### src/rtl/uart_to_json.sv
// rtl/uart_to_json.sv - 8N1 UART receiver that captures '{'..'}' delimited frames into a byte buffer.
// Optional brace nesting support is enabled with macro UART_TO_JSON_NEST_EN.
module uart_to_json #(
    parameter int CLKS_PER_BIT = 434,
    parameter int MAX_LEN      = 32
) (
    input  logic       clk,
    input  logic       rst,
    input  logic       uart_in,
    output logic [7:0] json_str [0:MAX_LEN-1],
    output logic [7:0] json_len,
    output logic       done,
    output logic       busy,
    output logic       error
);

    localparam int CW = $clog2(CLKS_PER_BIT + 1);
    localparam int AW = $clog2(MAX_LEN);
    localparam logic [CW-1:0] HALF_M1 = CW'(CLKS_PER_BIT / 2 - 1);
    localparam logic [CW-1:0] FULL_M1 = CW'(CLKS_PER_BIT - 1);
    localparam logic [7:0]    LEN_MAX = 8'(MAX_LEN);
    localparam logic [7:0]    LBRACE  = 8'h7B;
    localparam logic [7:0]    RBRACE  = 8'h7D;

    typedef enum logic [1:0] {RX_IDLE, RX_START, RX_DATA, RX_STOP} rx_state_e;
    typedef enum logic {F_HUNT, F_COLLECT} frame_state_e;

    logic [1:0]   sync_q;
    logic         prev_q;
    logic         rx;
    rx_state_e    rx_state_q, rx_state_d;
    logic [CW-1:0] cnt_q, cnt_d;
    logic [2:0]   bit_idx_q, bit_idx_d;
    logic [7:0]   shift_q, shift_d;
    logic         byte_stb_q, byte_stb_d;
    logic         frame_err_q, frame_err_d;

    frame_state_e fstate_q, fstate_d;
    logic [7:0]   len_q, len_d;
    logic [7:0]   str_q [0:MAX_LEN-1];
    logic         done_q, done_d;
    logic         err_q, err_d;
    logic         wr_en;
    logic [AW-1:0] wr_idx;
`ifdef UART_TO_JSON_NEST_EN
    logic [2:0]   depth_q, depth_d;
`endif

    assign rx = sync_q[1];

    always_ff @(posedge clk or posedge rst) begin
        if (rst) begin
            sync_q      <= 2'b11;
            prev_q      <= 1'b1;
            rx_state_q  <= RX_IDLE;
            cnt_q       <= '0;
            bit_idx_q   <= '0;
            shift_q     <= '0;
            byte_stb_q  <= 1'b0;
            frame_err_q <= 1'b0;
        end else begin
            sync_q      <= {sync_q[0], uart_in};
            prev_q      <= rx;
            rx_state_q  <= rx_state_d;
            cnt_q       <= cnt_d;
            bit_idx_q   <= bit_idx_d;
            shift_q     <= shift_d;
            byte_stb_q  <= byte_stb_d;
            frame_err_q <= frame_err_d;
        end
    end

    always_comb begin
        rx_state_d  = rx_state_q;
        cnt_d       = cnt_q;
        bit_idx_d   = bit_idx_q;
        shift_d     = shift_q;
        byte_stb_d  = 1'b0;
        frame_err_d = 1'b0;
        case (rx_state_q)
            RX_IDLE: begin
                if (prev_q && !rx) begin
                    cnt_d      = '0;
                    rx_state_d = RX_START;
                end
            end
            RX_START: begin
                if (cnt_q == HALF_M1) begin
                    cnt_d      = '0;
                    bit_idx_d  = '0;
                    rx_state_d = rx ? RX_IDLE : RX_DATA;
                end else begin
                    cnt_d = cnt_q + 1'b1;
                end
            end
            RX_DATA: begin
                if (cnt_q == FULL_M1) begin
                    cnt_d     = '0;
                    shift_d   = {rx, shift_q[7:1]};
                    bit_idx_d = bit_idx_q + 3'd1;
                    if (bit_idx_q == 3'd7) rx_state_d = RX_STOP;
                end else begin
                    cnt_d = cnt_q + 1'b1;
                end
            end
            RX_STOP: begin
                if (cnt_q == FULL_M1) begin
                    cnt_d       = '0;
                    rx_state_d  = RX_IDLE;
                    byte_stb_d  = rx;
                    frame_err_d = !rx;
                end else begin
                    cnt_d = cnt_q + 1'b1;
                end
            end
            default: rx_state_d = RX_IDLE;
        endcase
    end

    // Frame FSM reacts to the registered strobe, so done/error land one cycle after it.
    always_comb begin
        fstate_d = fstate_q;
        len_d    = len_q;
        done_d   = 1'b0;
        err_d    = 1'b0;
        wr_en    = 1'b0;
        wr_idx   = len_q[AW-1:0];
`ifdef UART_TO_JSON_NEST_EN
        depth_d  = depth_q;
`endif
        if (frame_err_q) begin
            err_d = 1'b1;
            if (fstate_q == F_COLLECT) begin
                len_d    = '0;
                fstate_d = F_HUNT;
            end
        end else if (byte_stb_q) begin
            if (fstate_q == F_HUNT) begin
                if (shift_q == LBRACE) begin
                    wr_en    = 1'b1;
                    wr_idx   = '0;
                    len_d    = 8'd1;
                    fstate_d = F_COLLECT;
`ifdef UART_TO_JSON_NEST_EN
                    depth_d  = 3'd1;
`endif
                end
            end else if (len_q == LEN_MAX) begin
                err_d    = 1'b1;
                len_d    = '0;
                fstate_d = F_HUNT;
`ifdef UART_TO_JSON_NEST_EN
            end else if (shift_q == LBRACE && depth_q == 3'd7) begin
                err_d    = 1'b1;
                len_d    = '0;
                fstate_d = F_HUNT;
`endif
            end else begin
                wr_en = 1'b1;
                len_d = len_q + 8'd1;
`ifdef UART_TO_JSON_NEST_EN
                if (shift_q == LBRACE) begin
                    depth_d = depth_q + 3'd1;
                end else if (shift_q == RBRACE) begin
                    depth_d = depth_q - 3'd1;
                    if (depth_q == 3'd1) begin
                        done_d   = 1'b1;
                        fstate_d = F_HUNT;
                    end
                end
`else
                if (shift_q == RBRACE) begin
                    done_d   = 1'b1;
                    fstate_d = F_HUNT;
                end
`endif
            end
        end
    end

    always_ff @(posedge clk or posedge rst) begin
        if (rst) begin
            fstate_q <= F_HUNT;
            len_q    <= '0;
            done_q   <= 1'b0;
            err_q    <= 1'b0;
`ifdef UART_TO_JSON_NEST_EN
            depth_q  <= '0;
`endif
            for (int i = 0; i < MAX_LEN; i++) str_q[i] <= 8'h00;
        end else begin
            fstate_q <= fstate_d;
            len_q    <= len_d;
            done_q   <= done_d;
            err_q    <= err_d;
`ifdef UART_TO_JSON_NEST_EN
            depth_q  <= depth_d;
`endif
            if (wr_en) str_q[wr_idx] <= shift_q;
        end
    end

    assign json_str = str_q;
    assign json_len = len_q;
    assign done     = done_q;
    assign error    = err_q;
    assign busy     = (fstate_q == F_COLLECT);

endmodule
### config.mk
export PLATFORM = sky130hd
export DESIGN_NAME = uart_to_json
export DESIGN_NICKNAME = d
export VERILOG_FILES = /design/src/rtl/uart_to_json.sv
export SDC_FILE = /design/constraint.sdc
export NUM_CORES = 1
export LEC_CHECK = 0
export ABC_CLOCK_PERIOD_IN_PS = 9300
export BUFFER_PORTS_ARGS = -buffer_cell sky130_fd_sc_hd__clkbuf_2
export CORE_ASPECT_RATIO = 0.5
export CORE_MARGIN = 2
export CORE_UTILIZATION = 35
export CTS_CLUSTER_DIAMETER = 80
export DETAILED_ROUTE_END_ITERATION = 8
export PLACE_DENSITY_LB_ADDON = 0.05
export SLEW_MARGIN = 25
export SYNTH_ARGS = -nofsm -noshare
export SYNTH_HDL_FRONTEND = slang
export SYNTH_SLANG_ARGS = --single-unit
### constraint.sdc
create_clock -name clk -period 9.3 [get_ports clk]
set_input_delay 1.86 -clock clk [delete_from_list [all_inputs] [get_ports clk]]
set_output_delay 1.86 -clock clk [all_outputs]
set_load 0.005 [all_outputs]
== After elaboration in Yosys (flattened, before gate mapping) ==
Index checks and enable logic that the tools add are counted.

* Word-level logic and storage cells: 127
* Input bits: 3
* Flip-flop bits (word level): 294

* Bitwise logic cells: 1
* $lt $le $gt $ge: 2
* Add/sub/neg operators: 3
* Multiplexer cells: 50
* Reductions and logical operators: 12
* Equality and inequality tests: 15

{| class="wikitable"
|+ Operator list
! kind !! number
|-
| $bwmux 256 || 1
|-
| $mux 8 || 7
|-
| $demux 8 s5 || 1
|-
| $mux 9 || 3
|-
| $pmux 9 s3 || 1
|-
| $mux 1 || 23
|-
| $mux 5 || 4
|-
| $eq 8x7->1 const B || 2
|-
| $mux 2 || 6
|-
| $ne 2x2->1 const B || 5
|-
| $add 9x1->9 const B || 1
|-
| $eq 9x8->1 const B || 1
|-
| $eq 9x9->1 const B || 1
|-
| $add 8x1->8 const B || 1
|-
| $eq 8x6->1 const B || 1
|-
| $pmux 2 s4 || 1
|-
| $ge 6x6->1 const B || 1
|-
| $lt 6x1->1 const B || 1
|-
| $mux 3 || 2
|-
| $not 5->6 || 1
|-
| $pmux 3 s2 || 1
|-
| $reduce_and 3->1 || 2
|-
| $reduce_bool 2->1 || 3
|-
| $reduce_and 5->1 || 1
|-
| 10 further kinds || 12
|}

== Depth between registers and ports, before layout ==
* Word-level depth: 11
* Mapped depth: 8
* Depth with buffers taken out: 6

== Worst setup path before layout ==
No wires, ideal clock.

* Kind: register to output
* From: reg len_q[3] (netlist: json_len[3])
* To: out json_len[3]
* Cell stages (with the launch flop): 1
* Data arrival time: 0.423 ns
* Setup slack: 7.017 ns
* Buffers on the path: 0
* Cell sequence: dfrtp_1

{| class="wikitable"
|+ RTL lines
! element !! RTL line !! text
|-
| start: declaration || 39 || <nowiki>logic [7:0] len_q, len_d;</nowiki>
|-
| start signal: assignment || 193 || <nowiki>len_q <= len_d;</nowiki>
|-
| end: declaration || 11 || <nowiki>output logic [7:0] json_len,</nowiki>
|}

No word-level cell between the ends.

== Final worst setup path ==
* From: reg len_q[2] (netlist: json_len[2])
* To: out json_len[2]

No word-level cell between the ends.

==> results.cfg <==
[worst_setup_path]
reg2reg_depth = 6
cpPeakStageDelay_ns = 0.72
cp_top_family = flip-flops
worstPathArrival_ns = 1.52
crit_path_top_delay_cell = dfrtp_1
critPathMaxFanout = 20
start_kind = flip-flop
critical_path_class = flip-flop to output port
cp_num_buf_inv = 1
crit_cells = 1
crit_chain = clkbuf_2
end_kind = output port
critPathRequiredTime_ns = 7.44

[logic_synthesis]
syn_inst = 789
muxShareOfSynthArea_pct = 25.35
syn_area_mm2 = 0.01196
yosysMostFrequentCell = dfrtp_1
synth_top_family_by_area = multiplexers
yosys.area_share.simple_pct = 7.949
async_reset_ff_share_pct = 100.0
syn_avg_cell_area_um2 = 15.16
synthAdderAreaFrac_pct = 0.7321
synth_top_area_share_pct = 60.87
synth-edff-count = 0
synth_common_cells = dfrtp_1, mux2_2, nand2_1
ys_seq_elements = 294
yosys_warnings = 0
synth_compound_area_share_pct = 2.427
syn-num-nets = 799
ys_top_cells_by_area = dfrtp_1, mux2_2, nor2_8, mux2_1, mux2_4
synth_ff_type = dfrtp_1
yosysTopAreaCell = dfrtp_1
synth_cell_types = 61
synth-xor-area-share_pct = 0.2196
ys_seq_area_share_pct = 61.53

[cts]
cts_buffer_depth = 3
clkTransAtPathRegs_ns = 0.07
cts_sinks = 294
post_cts_buffers = 0
insertion_delay_ns = 0.56
htree_levels = 1
cts_root_buf = clkbuf_16
ctsResizeCount = 0
cts_tree = built
cts_hold_buf = 0
cts_made_buffers = 29

[route]
routedWlPerCell_um = 20.58
routed_wl_um = 31260
via_per_inst = 4.870
remaining_drc_errors = 0
drtPass1Iterations = 4
vias = 7398
first_iter_violations = 397
antenna_left = 0

[timing]
holdWs_ns = 0.3558
tns_ns = 0
max_slew_margin_pct = 34.65
setup_viol = 0
rsz0062_at_grt = false
worst_slew_pin_slew_ns = 0.9803
max_freq_mhz = 295.9
hold_violations = 0
fin_crit_sh_pct = 36.34
clock_skew_ns = 0.01354
period_needed_ns = 3.380
slew_violations = 0

[power]
power.density_mw_per_mm2 = 172.0
intPower_mw = 1.946
p_sw_share_pct = 22.86
power_mw = 2.523
power_frac_seq_pct = 51.8
p_leak_nw = 8.166
power_switching_mw = 0.5766
ir_worst_vdd_mv = 0.1064
p_comb_share_pct = 3.0
clockPowerShare_pct = 45.2

[finish]
drive_above_1_share_pct = 58.26
final_area_mm2 = 0.01467
finalNetCount = 1066
diodes = 0
fin_cells = 1519
area_growth_pct = 22.62
nFillCells = 3112

[run_status]
status = finished, final reports clean

[floorplan]
coreArea_mm2 = 0.03334
die_width_um = 265.5
die_h_um = 134.7
io_pins = 270
dieArea_mm2 = 0.03576
rows = 47
start_util_pct = 35.88

[placement]
gp_congestion = 0.7624
io_buffer_count = 269
place_inst = 1466
placed_cell_area_mm2 = 0.01376
dp_hpwl_um = 20290

[grt]
grt_usage_pct = 17.53
grt_max_degree = 161
antenna_found_initial = 0
grt-ovfl-total = 0
grt_pass1_vias = 7588
grt_pass1_wl_um = 48020

[run]
max-cap-violations = 0

[hold_path]
hold_class = flip-flop to flip-flop
worstHoldPathCells = 0
==> per-stage QoR <==
stage	setup WS, ns	utilization, %
after floorplan	3.539	-
after global placement	5.463	41.24
after detailed placement	5.403	41.25
after CTS	5.886	43.99
after global routing	5.715	43.99
final	5.920	43.99
==> path summary, 6_finish.rpt <==
| check | from | end | slack (ns) |
|---|---|---|---|
| max | json_len[2] | json_len[2] | 5.92 |
| min | sync_q[0] | sync_q[1] | 0.36 |
| max reg2reg | json_len[0] | json_str[225] | 6.84 |
| min reg2reg | sync_q[0] | sync_q[1] | 0.36 |
| min in group asynchronous | rst | json_str[81] | 1.33 |
| max in group asynchronous | rst | json_str[244] | 6.10 |
==> logic make-up (layout without fill, tap and decap cells) <==
family | Yosys count | in the layout
xor gates and xnor gates | 3 | 3
muxes | 267 | 267
adders and majority gates | 7 | 7
and+or+nand+nor | 124 | 124
DFF | 294 | 294
AOI/OAI and AO/OA | 45 | 45
buffers and inverters | 49 | 338
==> cells in the final DEF (no fill, tap or decap), types with 3 or more instances in the layout <==
cell / synthesis / layout
dfrtp_2: 0 / 7
mux2i_1: 3 / 3
nor2_1: 9 / 9
mux2_4: 8 / 8
nor2_8: 14 / 14
o22ai_1: 6 / 6
nor2b_1: 5 / 5
inv_1: 11 / 10
clkbuf_16: 0 / 29
xnor2_1: 3 / 3
buf_4: 1 / 4
dfstp_2: 3 / 3
nand2_1: 28 / 28
nand3_1: 8 / 8
dfrtp_1: 291 / 284
nand2_2: 16 / 16
and2_1: 6 / 6
nand2b_1: 3 / 3
clkbuf_8: 0 / 8
clkinv_2: 0 / 7
ha_1: 7 / 7
o21ai_0: 11 / 11
mux2_1: 14 / 14
mux2_2: 242 / 242
a31oi_1: 6 / 6
nor3_1: 9 / 9
a41oi_1: 3 / 3
clkbuf_1: 26 / 7
clkbuf_2: 1 / 269
a21oi_1: 5 / 5
==> power groups by stage <==
stage	Combinational [mW]	Clock (mW)	Sequential, mW
after floorplan	0.0603	0	1.32
after global placement	0.0774	0	1.33
after detailed placement	0.0795	0	1.33
after CTS	0.0799	1.18	1.31
after global routing	0.0896	1.24	1.31
final	0.0766	1.14	1.31
==> layer usage <==
| layer | part of all wire, % | track usage, % | vias up |
|---|---|---|---|
| met1 | 44 | 23.57 | 3874 |
| met5 | 0 | 0 | - |
| li1 | - | - | 3335 |
| met3 | 4.0 | 3.301 | 37 |
| met2 | 50 | 30.02 | 152 |
| met4 | 1.6 | 3.139 | 0 |
==> state kept, by name (all words and copies together) (netlist names), 2 cells and up, named ones only <==
| name | count |
|---|---|
| json_str | 256 |
| cnt_q | 9 |
| json_len | 8 |
| sync_q | 2 |
| shift_q | 8 |
| bit_idx_q | 3 |
==> final cells by class <==
type	instances	area (µm²)	area share [%]
Inverter	11	45.04	0.3071
Clock buffer	44	862.1	5.877
Tap cell	441	551.8	3.762
Clock inverter	9	51.30	0.3497
Multi-Input combinational cell	446	4393	29.95
Timing Repair Buffer	274	1396	9.519
Sequential cell	294	7370	50.24
No activity file was read; power rests on OpenSTA's default activity.
